--- src/rtl/sprite_pkg.sv ---
// -----------------------------------------------------------------------------
// sprite_pkg
// Shared constants for the sprite ROM readers and ROM wrappers.
//   - Default sprite tile size (34x36 foam/bee tiles, 8-bit pixels)
//   - VGA 640x480 raster totals and visible extents
//   - Transparent colour key
//   - addr_w_for(): ROM address width needed to hold a w x h tile
// -----------------------------------------------------------------------------
package sprite_pkg;

    localparam int SPR_W_DEFAULT   = 34;
    localparam int SPR_H_DEFAULT   = 36;

    localparam int H_TOTAL_DEFAULT = 800;
    localparam int V_TOTAL_DEFAULT = 525;
    localparam int H_VISIBLE       = 640;
    localparam int V_VISIBLE       = 480;

    localparam logic [7:0] TRANSP_KEY_DEFAULT = 8'h00;

    localparam int DEF_X_DEFAULT   = 300;
    localparam int DEF_Y_DEFAULT   = 220;

    // Smallest address width whose range covers every pixel of a w x h tile.
    function automatic int addr_w_for(input int w, input int h);
        return ((w * h) <= 1) ? 1 : $clog2(w * h);
    endfunction

    localparam int ADDR_W_DEFAULT  = addr_w_for(SPR_W_DEFAULT, SPR_H_DEFAULT);

endpackage

--- src/rtl/sprite_box_hit.sv ---
// -----------------------------------------------------------------------------
// sprite_box_hit
// Combinational "is (x,y) inside the sprite box" test plus the column offset
// of x inside the box. Also usable for sprite/sprite collision checks.
// Ports:
//   x, y         : pixel coordinate under test
//   box_x, box_y : top-left corner of the box
//   hit          : 1 when box_x <= x < box_x+SPR_W and box_y <= y < box_y+SPR_H
//   col_off      : x - box_x, meaningful only when hit=1
// -----------------------------------------------------------------------------
module sprite_box_hit
    import sprite_pkg::*;
#(
    parameter int SPR_W = SPR_W_DEFAULT,
    parameter int SPR_H = SPR_H_DEFAULT,
    parameter int OFF_W = ADDR_W_DEFAULT
) (
    input  logic [9:0]       x,
    input  logic [9:0]       y,
    input  logic [9:0]       box_x,
    input  logic [9:0]       box_y,
    output logic             hit,
    output logic [OFF_W-1:0] col_off
);

    // One extra bit so a box whose right/bottom edge passes 1023 does not
    // wrap around and falsely match small coordinates.
    logic [10:0] x_e;
    logic [10:0] y_e;
    logic [10:0] bx_e;
    logic [10:0] by_e;

    always_comb begin
        x_e     = {1'b0, x};
        y_e     = {1'b0, y};
        bx_e    = {1'b0, box_x};
        by_e    = {1'b0, box_y};
        hit     = (x_e >= bx_e) && (x_e < (bx_e + 11'(SPR_W))) &&
                  (y_e >= by_e) && (y_e < (by_e + 11'(SPR_H)));
        col_off = OFF_W'(x_e - bx_e);
    end

endmodule

--- src/rtl/sprite_rom_reader.sv ---
// -----------------------------------------------------------------------------
// sprite_rom_reader
// Read side of a single-port sprite ROM with a registered 1-clock read.
// Decides whether the current raster pixel lies in the sprite box, issues the
// ROM address, and re-aligns the returned pixel with its strobe.
// Ports:
//   i_clk2         : system clock
//   i_rst_n        : asynchronous active-low reset
//   i_pix_stb      : one-clock pixel strobe, i_x/i_y valid in that cycle
//   i_x, i_y       : current raster coordinate
//   i_frame_start  : one-clock pulse in vertical blank, loads i_spr_x/i_spr_y
//   i_spr_x/_y     : requested sprite top-left (shadow position)
//   o_rom_addr     : registered ROM address
//   i_rom_data     : ROM data, valid one clock after o_rom_addr changes
//   o_pix_data     : sprite colour (0 outside the box)
//   o_pix_on       : pixel inside the box and not the transparent key
//   o_pix_valid    : one-clock pulse when o_pix_data/o_pix_on update
//
// Strobe/valid semantics: every cycle with i_pix_stb=1 produces exactly one
// o_pix_valid pulse three clocks later, in order; there is no back-pressure,
// so strobes may arrive on consecutive clocks. o_pix_data/o_pix_on are only
// meaningful in the o_pix_valid cycle and hold their value otherwise.
// -----------------------------------------------------------------------------
module sprite_rom_reader
    import sprite_pkg::*;
#(
    parameter int         SPR_W      = SPR_W_DEFAULT,
    parameter int         SPR_H      = SPR_H_DEFAULT,
    parameter int         ADDR_W     = ADDR_W_DEFAULT,
    parameter int         H_TOTAL    = H_TOTAL_DEFAULT,
    parameter int         V_TOTAL    = V_TOTAL_DEFAULT,
    parameter logic [7:0] TRANSP_KEY = TRANSP_KEY_DEFAULT,
    parameter int         DEF_X      = DEF_X_DEFAULT,
    parameter int         DEF_Y      = DEF_Y_DEFAULT
) (
    input  logic              i_clk2,
    input  logic              i_rst_n,
    input  logic              i_pix_stb,
    input  logic [9:0]        i_x,
    input  logic [9:0]        i_y,
    input  logic              i_frame_start,
    input  logic [9:0]        i_spr_x,
    input  logic [9:0]        i_spr_y,
    output logic [ADDR_W-1:0] o_rom_addr,
    input  logic [7:0]        i_rom_data,
    output logic [7:0]        o_pix_data,
    output logic              o_pix_on,
    output logic              o_pix_valid
);

    localparam logic [9:0] X_LAST = 10'(H_TOTAL - 1);
    localparam logic [9:0] Y_LAST = 10'(V_TOTAL - 1);

    // Active (frame-stable) sprite position.
    logic [9:0]        act_x;
    logic [9:0]        act_y;

    // Address of the first pixel of the sprite row for the current line.
    logic [ADDR_W-1:0] row_base;
    logic [ADDR_W-1:0] row_base_next;
    logic [9:0]        y_next;
    logic [10:0]       y_diff;

    logic              inbox;
    logic [ADDR_W-1:0] col_off;

    // Pipeline tags: v* = a strobe is in flight, b* = it was inside the box.
    logic              v1;
    logic              b1;
    logic              v2;
    logic              b2;

    // -------------------------------------------------------------------------
    // Position double buffer: the sprite only moves at frame boundaries.
    // -------------------------------------------------------------------------
    always_ff @(posedge i_clk2 or negedge i_rst_n) begin
        if (!i_rst_n) begin
            act_x <= 10'(DEF_X);
            act_y <= 10'(DEF_Y);
        end else if (i_frame_start) begin
            act_x <= i_spr_x;
            act_y <= i_spr_y;
        end
    end

    // -------------------------------------------------------------------------
    // Row base for the next line, prepared on the last strobe of each line so
    // the address path only needs an add. Low ADDR_W bits of the product only
    // depend on low ADDR_W bits of the operands; a negative y_diff means the
    // next line is above the box and the value is never used.
    // -------------------------------------------------------------------------
    always_comb begin
        y_next        = (i_y == Y_LAST) ? 10'd0 : (i_y + 10'd1);
        y_diff        = {1'b0, y_next} - {1'b0, act_y};
        row_base_next = ADDR_W'(y_diff) * ADDR_W'(SPR_W);
    end

    always_ff @(posedge i_clk2 or negedge i_rst_n) begin
        if (!i_rst_n) begin
            row_base <= '0;
        end else if (i_pix_stb && (i_x == X_LAST)) begin
            row_base <= row_base_next;
        end
    end

    // -------------------------------------------------------------------------
    // S0: box test and address issue. Uses the position and row base as they
    // stand before this edge, so a same-cycle frame start or row-base update
    // only affects later strobes.
    // -------------------------------------------------------------------------
    sprite_box_hit #(
        .SPR_W (SPR_W),
        .SPR_H (SPR_H),
        .OFF_W (ADDR_W)
    ) u_box_hit (
        .x       (i_x),
        .y       (i_y),
        .box_x   (act_x),
        .box_y   (act_y),
        .hit     (inbox),
        .col_off (col_off)
    );

    always_ff @(posedge i_clk2 or negedge i_rst_n) begin
        if (!i_rst_n) begin
            o_rom_addr <= '0;
            v1         <= 1'b0;
            b1         <= 1'b0;
        end else begin
            v1 <= i_pix_stb;
            b1 <= i_pix_stb && inbox;
            // Outside the box the address is left alone: the data is masked
            // later anyway and a quiet bus saves ROM toggling.
            if (i_pix_stb && inbox) begin
                o_rom_addr <= row_base + col_off;
            end
        end
    end

    // -------------------------------------------------------------------------
    // S1: ROM is sampling o_rom_addr; carry the tags one stage.
    // -------------------------------------------------------------------------
    always_ff @(posedge i_clk2 or negedge i_rst_n) begin
        if (!i_rst_n) begin
            v2 <= 1'b0;
            b2 <= 1'b0;
        end else begin
            v2 <= v1;
            b2 <= b1;
        end
    end

    // -------------------------------------------------------------------------
    // S2: ROM data is valid; mask it outside the box and flag transparency.
    // -------------------------------------------------------------------------
    always_ff @(posedge i_clk2 or negedge i_rst_n) begin
        if (!i_rst_n) begin
            o_pix_data  <= 8'h00;
            o_pix_on    <= 1'b0;
            o_pix_valid <= 1'b0;
        end else begin
            o_pix_valid <= v2;
            if (v2) begin
                o_pix_data <= b2 ? i_rom_data : 8'h00;
                o_pix_on   <= b2 && (i_rom_data != TRANSP_KEY);
            end
        end
    end

endmodule

--- config.mk ---
export PLATFORM = sky130hd
export DESIGN_NAME = sprite_rom_reader
export DESIGN_NICKNAME = d
export VERILOG_FILES = /design/src/rtl/sprite_pkg.sv /design/src/rtl/sprite_box_hit.sv /design/src/rtl/sprite_rom_reader.sv
export SDC_FILE = /design/constraint.sdc
export NUM_CORES = 1
export LEC_CHECK = 0
export ABC_AREA = 1
export ABC_CLOCK_PERIOD_IN_PS = 8000
export CORE_MARGIN = 2
export CORE_UTILIZATION = 50
export CTS_CLUSTER_SIZE = 28
export DETAILED_ROUTE_END_ITERATION = 16
export PLACE_DENSITY = 0.74
export SETUP_SLACK_MARGIN = 0.3
export SLEW_MARGIN = 20
export SYNTH_ARGS = -nofsm -noshare
export SYNTH_HDL_FRONTEND = slang
export SYNTH_SLANG_ARGS = --single-unit
--- constraint.sdc ---
create_clock -name i_clk2 -period 8 [get_ports i_clk2]
set_clock_uncertainty 0.05 [all_clocks]
set_input_delay 1.6 -clock i_clk2 [delete_from_list [all_inputs] [get_ports i_clk2]]
set_output_delay 1.6 -clock i_clk2 [all_outputs]
set_load 0.05 [all_outputs]
==> summary.txt, run 1 <==
Synth area leaders -> dfrtp_1 23%, ha_1 17%, nand2_1 12%
Min setup slack post-route -> 2.48 ns
Hpwl dp -> 9.75 mm
Detailed Route Iter0 Violations -> 137
DRT Pass-1 Iters -> 4
H-Tree Level Count -> 2
RSZ-0062 raised after global routing -> false
Worst r2r path cells -> 21
Starting Density -> 51.4%
HP Class -> reg -> reg
Post-CTS setup buffers -> 0
Antenna violations before repair -> 0
Leak -> 3.07 nW
Worst Setup Start Kind -> input pin
Syn-to-layout area delta -> 18.7%
Vias in the first global route -> 4462
DRC -> 0
# rows -> 36
Hold Fails Final Rpt -> 0
Post-Syn Area -> 0.00503 sq mm
Share of layout cells above drive strength 1 -> 6.27%
Fin crit period -> 5.52 ns
Die width -> 104 microns
Gate Count Post-Synth -> 662
Pins Over Slew Limit -> 0
Slew HR -> 53.8%
Count of input and output buffers -> 72
Crit. End Element -> register
NumNets Final -> 866
# resized after CTS -> 0
Mean routed wirelength per cell -> 13.5 microns
Data required time of the worst path -> 8.16 ns
Post-route ant nets -> 0
FF-to-FF setup slack -> 4.37 ns
Total GRT Usage -> 22.6%
Worst hold stages -> 0
Hold Path Sink -> v2
Critical path class -> in -> reg
Clk buf depth -> 2
Top-area cell type share of the netlist area -> 22.9%
Worst-Skew Late Latency -> 0.31 ns
Status -> complete, no violations
Fraction of registers with async set/reset -> 100%
Core Area -> 0.00977 sq mm
Most frequent cell after synthesis -> nand2_1
Chip height -> 104 microns
Post-route cell area -> 0.00597 sq mm
CP peak stage delay -> 0.50 ns
Worst EP arrival -> 5.68 ns
Slowest-stage cell, CP -> clkdlybuf4s50_1
Synth warn -> 0
FF-to-FF Start -> act_y[3]
Die area -> 0.0109 sq mm
Crit Path Max Fanout -> 5
Post-DP Area -> 0.00587 sq mm
GP Congestion -> 0.922
Hold path start -> v1
Post-synthesis sequential area ratio -> 27.6%
EDFF count, synth -> 0
Pre-CTS setup slack -> 2.17 ns
Setup TNS -> 0 ns
CTS sink cnt -> 55
Most Frequent Cell on Critical Path -> nand2_1
Final worst path period share -> 69.0%
Final wirelength -> 11.7 mm
Endpoints failing setup -> 0
Largest net degree at the start of global routing -> 56
Post-synthesis cell type count -> 36
Clock transition at path regs -> 0.10 ns
Root Buffer Master -> clkbuf_8
Vias -> 4462
CTS Hold Bufs -> 0
Reg-to-Reg End -> row_base[10]
Highest Clock Rate -> 181 MHz
PD cells -> 187 mW/mm^2
Grt ovf -> 0
Top cells by count, synth -> 154 x nand2_1, 117 x inv_1, 69 x ha_1
Post-Syn Nets -> 795
DR vias/cell -> 5.15
Cts bufs inserted -> 5
Post-synth top area cell -> dfrtp_1
Ant. Diodes -> 0
Yosys reg bits -> 55
Peak VDD IR -> 0.141 mV
First-pass GRT wire length -> 20.3 mm
Top_reg_cell synth -> dfrtp_1
I/O pin total -> 73
CTS tree -> yes
Max-cap viol count -> 0
Syn Area/Cell -> 7.59 sq um
Slew @ Worst Pin -> 0.694 ns
[layout make-up]
cell class,instances,area (sq um)
clock inverters,2,16.3
repair buffers,74,731
flip-flops and latches,55,1390
well taps,133,166
clock buffers,6,82.6
fillers,909,3810
inverters,122,458
multi-input cells,475,3120
[state kept, by name (all words and copies together) (netlist names)]
register / cells
b2: 1
o_rom_addr: 11
o_pix_valid: 1
v2: 1
act_y: 10
act_x: 10
row_base: 10
v1: 1
b1: 1
o_pix_data: 8
o_pix_on: 1
[layout by cell type, fill, tap and decap left out, types with 12 or more instances in the layout]
cell type	n
inv_1	117
nand2_1	154
nand4_1	23
xor2_1	21
nor2_1	41
o21ai_0	33
clkdlybuf4s50_1	71
dfrtp_1	46
a21oi_1	25
nand3_1	30
ha_1	69
fa_1	12
[where the power goes]
part / switching (mW) / total (mW) / internal [mW] / leakage [nW]
sequential: 0.0288 / 0.350 / 0.321 / 0.668
combinational: 0.369 / 0.601 / 0.231 / 2.36
clock: 0.0927 / 0.164 / 0.0709 / 0.0474
[routing by layer]
| metal | vias up | wire [microns] | GRT usage [%] |
|---|---|---|---|
| met5 | - | 0 | 0 |
| met4 | 0 | 270 | 5.79 |
| met3 | 26 | 447 | 3.20 |
| met2 | 98 | 5910 | 42.5 |
| met1 | 2058 | 5120 | 26.7 |
| li1 | 2280 | - | - |
[critical path, delay by kind of cell]
family / cells / cell delay, ns
XOR/XNOR: 1 / 0.14
AND/OR/NAND/NOR: 14 / 1.17
adder cells (fa/ha/maj): 5 / 1.62
AO/OA/AOI/OAI: 3 / 0.47
buffers and inverters: 4 / 0.69
[stage by stage]
step / power (mW) / util [%] / hold slack, ns / cells
3_5_place_dp: 0.956 / 60.0 / 0.288 / 859
6_report: 1.11 / 61.0 / 0.315 / 867
3_3_place_gp: 0.947 / 60.0 / 0.284 / 859
4_1_cts: 1.12 / 61.0 / 0.316 / 867
2_1_floorplan: 0.780 / - / 0.281 / 662
5_1_grt: 1.21 / 61.0 / 0.326 / 867
[worst max path at each step]
stage                      start      endpoint  cells after the start  slack (ns)
final                     i_y[0]  row_base[10]                     27        2.48
after global placement    i_y[0]  row_base[10]                     27        2.29
after detailed placement  i_y[0]  row_base[10]                     27        2.17
after global routing      i_y[0]  row_base[10]                     28        2.05
after floorplan           i_y[0]  row_base[10]                     26        3.10
after CTS                 i_y[0]  row_base[10]                     27        2.50
[cells by family (layout without fill, tap and decap cells)]
kind of cell,after synthesis,in the layout,synth area share (%)
adders and majority gates,81,81,22.0
and+or+nand+nor,274,274,24.2
AOI/OAI and AO/OA,87,87,10.1
muxes,2,2,0.448
buffers and inverters,132,204,10.2
xor gates and xnor gates,31,31,5.40
DFF,55,55,27.6
Note: power is estimated with default switching activity, not from simulation.
==> run 2: changes to the inputs <==
--- a/config.mk
+++ b/config.mk
@@ -6,7 +6,7 @@
 export NUM_CORES = 1
 export LEC_CHECK = 0
 export ABC_AREA = 1
-export ABC_CLOCK_PERIOD_IN_PS = 8000
+export ABC_CLOCK_PERIOD_IN_PS = 5400
 export CORE_MARGIN = 2
 export CORE_UTILIZATION = 50
 export CTS_CLUSTER_SIZE = 28
==> constraint.sdc (replaced) <==
create_clock -name i_clk2 -period 5.4 [get_ports i_clk2]
set_clock_uncertainty 0.05 [all_clocks]
set_input_delay 1.08 -clock i_clk2 [delete_from_list [all_inputs] [get_ports i_clk2]]
set_output_delay 1.08 -clock i_clk2 [all_outputs]
set_load 0.05 [all_outputs]
==> run 2 against run 1 <==
Compared with the run above: critical path depth increased by 1; wire length up 1.6%; sequential power up 49%; design area grew 1.3%; combinational power rose by 49%; final cell count is 0.46% higher; register-to-register slack lost 2.5 ns; largest power group unchanged; highest routed layer unchanged.
==> summary.txt, run 2 (same netlist as run 1, synthesis figures left out) <==
Post-DP Area -> 0.00587 sq mm (+0.13%)
DR vias/cell -> 5.09 (-1.1%)
Crit path from -> i_y[0]
Core Area -> 0.00977 sq mm (unchanged)
Data required time of the worst path -> 5.56 ns (-2.60 ns)
Clock transition at path regs -> 0.10 ns (about the same)
Most common cell after layout, fill and taps aside -> nand2_1
Worst r2r path cells -> 21 (unchanged)
Slew @ Worst Pin -> 0.714 ns (+0.0204 ns)
Sw power -> 0.730 mW (+49%)
Slowest-stage cell, CP -> clkdlybuf4s50_1
CTS Hold Bufs -> 0 (unchanged)
Endpoints failing setup -> 0 (unchanged)
Chip height -> 104 microns (unchanged)
FF-to-FF setup slack -> 1.92 ns (-2.45 ns)
Flop pwr share -> 29.9% (-1.5 points)
Max-cap viol count -> 0 (unchanged)
Worst EP arrival -> 4.83 ns (-0.85 ns)
DRC -> 0 (unchanged)
Pins Over Slew Limit -> 0 (unchanged)
Status -> complete, no violations
Final hold slack -> 0.315 ns (-0.000163 ns)
Peak VDD IR -> 0.179 mV (+27%)
Die width -> 104 microns (unchanged)
Slew HR -> 52.4% (-1.4 points)
Post-route ant nets -> 0 (unchanged)
Final worst path period share -> 86.6%
PD cells -> 288 mW/mm^2 (+54%)
Setup TNS -> 0 ns (unchanged)
Hold Fails Final Rpt -> 0 (unchanged)
Switching Fraction -> 42.0% (-2.0 points)
Fin crit period -> 4.67 ns
Hpwl dp -> 9.90 mm (+1.5%)
Grt ovf -> 0 (unchanged)
Crit Path Max Fanout -> 4 (-1)
Worst hold stages -> 0 (unchanged)
Combined area of the multi-input logic cells -> 0.00314 sq mm (+0.36%)
Pre-CTS setup slack -> 0.123 ns (-2.04 ns)
Count of input and output buffers -> 72 (unchanged)
Final std cells w/o fill -> 871 (+0.46%)
CTS tree -> yes
Most Frequent Cell on Critical Path -> nand2_1
Detailed Route Iter0 Violations -> 152 (+11%)
Hold path start -> b1
Leak -> 3.11 nW (+1.3%)
# fillers -> 879 (-3.3%)
Crit. End Element -> register
Die area -> 0.0109 sq mm (unchanged)
Final wirelength -> 11.9 mm (+1.6%)
Reg-to-Reg End -> row_base[10]
Cts bufs inserted -> 5 (unchanged)
Worst-Skew Late Latency -> 0.31 ns (about the same)
Most flop-heavy register -> o_rom_addr
Antenna violations before repair -> 0 (unchanged)
Min setup slack post-route -> 0.726 ns (-1.75 ns)
First-pass GRT wire length -> 20.8 mm (+2.9%)
RSZ-0062 raised after global routing -> false
Clock power frac -> 18.5% (+3.8 points)
Vias -> 4434 (-0.63%)
Post-route cell area -> 0.00604 sq mm (+1.3%)
Highest Clock Rate -> 214 MHz
Largest net degree at the start of global routing -> 56 (unchanged)
Commonest non-fill, non-tap cells in the layout -> 154 x nand2_1, 115 x inv_1, 70 x clkdlybuf4s50_1, 69 x ha_1, 46 x dfrtp_1
DRT Pass-1 Iters -> 4 (unchanged)
Starting Density -> 51.4% (unchanged)
Root Buffer Master -> clkbuf_8
Syn-to-layout area delta -> 20.2%
Total GRT Usage -> 23.3% (+0.73 points)
Vias in the first global route -> 4557 (+2.1%)
Clk buf depth -> 2 (unchanged)
HP Class -> reg -> reg
Mean routed wirelength per cell -> 13.7 microns (+1.1%)
CTS sink cnt -> 55 (unchanged)
# rows -> 36 (unchanged)
Critical path class -> in -> reg
Combinational Power Share -> 51.6% (-2.3 points)
H-Tree Level Count -> 2 (unchanged)
NumNets Final -> 870 (+0.46%)
FF/Latch Area -> 0.00139 sq mm (unchanged)
Hold Path Sink -> b2
FF-to-FF Start -> act_y[3]
Cell internal pwr -> 1.01 mW (+62%)
CP peak stage delay -> 0.45 ns (-0.05 ns)
Worst Setup Start Kind -> input pin
Ant. Diodes -> 0 (unchanged)
Placed insts -> 860 (+0.12%)
Share of layout cells above drive strength 1 -> 7.45% (+1.2 points)
I/O pin total -> 73 (unchanged)
GP Congestion -> 0.907 (-1.6%)
Max FFs per register -> 11 (unchanged)
[run 2: what timing repair did]
item | 4_1_cts | 5_1_grt
setup endpoints to repair | 0 | 1
setup buffers | 0 | 3
endpoints found under the hold margin | 0 | 0
resized for setup | 0 | 7
[run 2: metrics by stage]
stage	total power, mW	utilization (%)
after CTS	1.75	61.5
after global placement	1.40	60.1
after floorplan	1.16	-
after global routing	1.88	61.8
final	1.74	61.8
after detailed placement	1.42	60.1
[run 2: power groups by stage]
stage | clock (mW) | sequential (mW) | combinational (mW)
CTS | 0.332 | 0.521 | 0.896
finish | 0.322 | 0.520 | 0.896
global route | 0.347 | 0.529 | 1.01
detailed placement | 0 | 0.528 | 0.891
floorplan | 0 | 0.667 | 0.489
global placement | 0 | 0.526 | 0.872
[run 2: worst max-delay path: cells and delay by family]
family | cells | cell delay [ns]
AO/OA/AOI/OAI | 4 | 0.46
XOR/XNOR | 1 | 0.15
adder cells (fa/ha/maj) | 4 | 1.22
buffers and inverters | 5 | 0.73
AND/OR/NAND/NOR | 14 | 1.19
[run 2: worst max path at each step]
stage	cells after the start	slack, ns	end
6_report	28	0.73	row_base[10]
5_1_grt	29	0.31	row_base[10]
4_1_cts	27	0.45	row_base[10]
3_5_place_dp	27	0.12	row_base[10]
3_3_place_gp	27	0.24	row_base[10]
2_1_floorplan	26	1.02	row_base[10]
[run 2: final cells by class]
type	count	area share, %
flip-flops and latches	55	23.0
multi-input cells	475	51.9
repair buffers	78	12.6
inverters	122	7.58
clock inverters	2	0.994
clock buffers	6	1.20
well taps	133	2.75
[run 2: routing by layer]
layer / global-route usage [%] / wire (microns)
met1: 27.1 / 5140
met3: 3.38 / 474
met5: 0 / 0
met4: 6.08 / 219
met2: 44.2 / 6090
==> run 3: changes to the inputs <==
--- a/config.mk
+++ b/config.mk
@@ -5,13 +5,12 @@
 export SDC_FILE = /design/constraint.sdc
 export NUM_CORES = 1
 export LEC_CHECK = 0
-export ABC_AREA = 1
 export ABC_CLOCK_PERIOD_IN_PS = 5400
 export CORE_MARGIN = 2
 export CORE_UTILIZATION = 50
 export CTS_CLUSTER_SIZE = 28
 export DETAILED_ROUTE_END_ITERATION = 16
-export PLACE_DENSITY = 0.74
+export PLACE_DENSITY = 0.75
 export SETUP_SLACK_MARGIN = 0.3
 export SLEW_MARGIN = 20
 export SYNTH_ARGS = -nofsm -noshare
==> run 3 against run 2 <==
Compared with the run above: worst hold slack gained 0.0029 ns; combinational power increased by 6.5%; largest cell class unchanged; count of clock-buffer cells in the layout stayed put; critical path depth decreased by 5; first-iteration DRC count shrank 25%; critical endpoint unchanged.
==> summary.txt, run 3 <==
Detailed Route Iter0 Violations -> 114 (-25%)
Data required time of the worst path -> 5.56 ns (about the same)
RSZ-0062 raised after global routing -> true
Critical path class -> in -> reg
Vias in the first global route -> 3858 (-15%)
Top cells by count, synth -> 76 x inv_1, 69 x ha_1, 48 x o21ai_0
Gate Count Post-Synth -> 489 (-26%)
Count of input and output buffers -> 72 (unchanged)
FF-to-FF setup slack -> 1.69 ns (-0.23 ns)
Commonest non-fill, non-tap cells in the layout -> 74 x inv_1, 66 x ha_1, 64 x clkdlybuf4s50_1, 46 x o21ai_0, 46 x dfrtp_1
Worst EP arrival -> 5.39 ns (+0.56 ns)
Syn Area/Cell -> 9.25 sq um (+22%)
Most frequent cell after synthesis -> inv_1
NumNets Final -> 730 (-16%)
Slew @ Worst Pin -> 0.722 ns (+0.00817 ns)
Slew HR -> 51.8% (-0.54 points)
Top_reg_cell synth -> dfrtp_1
I/O pin total -> 73 (unchanged)
# rows -> 34 (-5.6%)
Endpoints failing setup -> 0 (unchanged)
Fin util -> 65.9% (+4.0 points)
Post-Syn Nets -> 622 (-22%)
Max FFs per register -> 11 (unchanged)
CTS sink cnt -> 55 (unchanged)
DRC -> 0 (unchanged)
Post-Syn Area -> 0.00452 sq mm (-10%)
DR vias/cell -> 5.27 (+3.5%)
Status -> complete, no violations
Vias -> 3720 (-16%)
Starting Density -> 51.6% (+0.18 points)
GP Congestion -> 0.897 (-1.1%)
Chip height -> 99.1 microns (-4.9%)
Antenna violations before repair -> 0 (unchanged)
Crit. End Element -> register
Total GRT Usage -> 22.0% (-1.3 points)
# fillers -> 723 (-18%)
Post-synthesis cell type count -> 49 (+36%)
Most common cell after layout, fill and taps aside -> inv_1
DRT Pass-1 Iters -> 4 (unchanged)
Worst-Skew Late Latency -> 0.32 ns (about the same)
EDFF count, synth -> 0 (unchanged)
Mean routed wirelength per cell -> 14.3 microns (+4.8%)
Cts bufs inserted -> 5 (unchanged)
Post-synth top area cell -> dfrtp_1
Crit Path Max Fanout -> 3 (-1)
H-Tree Level Count -> 2 (unchanged)
Grt ovf -> 0 (unchanged)
Fraction of registers with async set/reset -> 100% (unchanged)
Hold Fails Final Rpt -> 0 (unchanged)
Hpwl dp -> 8.12 mm (-18%)
First-pass GRT wire length -> 17.6 mm (-16%)
Top-area cell type share of the netlist area -> 25.5% (+2.6 points)
Max-cap viol count -> 0 (unchanged)
Post-route ant nets -> 0 (unchanged)
Post-synthesis sequential area ratio -> 30.7% (+3.1 points)
CTS tree -> yes
Fin crit period -> 5.22 ns (+0.550 ns)
Largest net degree at the start of global routing -> 56 (unchanged)
Final hold slack -> 0.318 ns (+0.00292 ns)
Die width -> 99.1 microns (-4.9%)
Yosys reg bits -> 55 (unchanged)
Pins Over Slew Limit -> 0 (unchanged)
Root Buffer Master -> clkbuf_8
Die area -> 0.00982 sq mm (-9.7%)
Synth warn -> 0 (unchanged)
Most flop-heavy register -> o_rom_addr
PD cells -> 295 mW/mm^2 (+2.8%)
HP Class -> reg -> reg
CTS Hold Bufs -> 0 (unchanged)
Ant. Diodes -> 0 (unchanged)
Peak VDD IR -> 0.130 mV (-27%)
Synth area leaders -> dfrtp_1 25%, ha_1 19%, inv_1 6.3%
Core Area -> 0.00876 sq mm (-10%)
Highest Clock Rate -> 191 MHz (-11%)
Leak -> 2.73 nW (-12%)
Clock transition at path regs -> 0.10 ns (about the same)
Clk buf depth -> 2 (unchanged)
Syn-to-layout area delta -> 27.6%
Final wirelength -> 10.1 mm (-15%)
Share of layout cells above drive strength 1 -> 15.6% (+8.1 points)
Worst Setup Start Kind -> input pin
Final worst path period share -> 96.7% (+10 points)
-- run 3: worst paths after layout --
kind / startpoint / to / cells after the start
setup / recovery: i_y[1] / row_base[10] / 23
hold / removal: v1 / v2 / 0
setup reg to reg: act_y[2] / row_base[10] / 15
hold reg to reg: v1 / v2 / 0
max in group asynchronous: i_rst_n / o_pix_data[1] / 2
min in group asynchronous: i_rst_n / act_x[1] / 2
-- run 3: timing repair --
item / in CTS / in global routing
setup buffers: 7 / 0
pin swaps: 18 / 18
setup endpoints to repair: 2 / 1
gates resized for setup: 30 / 5
-- run 3: routing by layer --
| layer | track usage (%) | up-vias | wire [microns] |
|---|---|---|---|
| met5 | 0 | - | 0 |
| met2 | 38.4 | 88 | 4990 |
| met4 | 5.16 | 0 | 119 |
| li1 | - | 1870 | - |
| met1 | 28.7 | 1747 | 4530 |
| met3 | 3.44 | 15 | 490 |
-- run 3: final cells by class --
class	instances	area (sq um)	share of cell area [%]
multi-input combinational	349	2880	49.9
sequential	55	1390	24.0
timing repair buffer	110	993	17.2
inverter	76	290	5.03
tap	108	135	2.34
clock buffer	6	72.6	1.26
clock inverter	2	12.5	0.217
-- run 3: through the flow --
step           setup WS [ns]  setup TNS, ns  power [mW]  cell area [sq um]  instances
4_1_cts                0.247              0        1.71               5770        706
5_1_grt             -0.00974       -0.00974        1.84               5770        706
3_5_place_dp          -0.487         -0.654        1.45               5580        691
3_3_place_gp          -0.367         -0.432        1.42               5580        691
2_1_floorplan          0.123              0        1.13               4540        489
6_report               0.176              0        1.71               5770        706
-- run 3: cells by family after synthesis --
kind of cell | synth area share, %
simple gates | 12.6
compound gates | 13.1
buf+inv | 7.14
fa+ha+maj | 24.4
flops | 30.7
xor+xnor | 8.25
mux | 3.76
-- run 3: report_power, final --
group	internal, mW	switching [mW]	total, mW	leakage [nW]
registers	0.478	0.0396	0.517	0.655
clock network	0.0912	0.142	0.234	0.0412
logic	0.451	0.503	0.954	2.03
total	1.02	0.685	1.71	2.73
-- run 3: critical path, cell delays in order --
cell and delay, ns:
buf_6 0.10, inv_4 0.05, ha_4 0.13, nand2_2 0.04, or4_4 0.49, nor4_4 0.31, buf_4 0.18, buf_6 0.09
nor2_2 0.03, ha_1 0.30, buf_4 0.11, o21ai_1 0.06, o211a_1 0.27, xnor2_2 0.15, ha_1 0.32, ha_4 0.18
fa_2 0.40, a21o_1 0.19, a21oi_2 0.13, xnor2_1 0.13, xnor3_1 0.25, xnor2_1 0.14, mux2_4 0.26
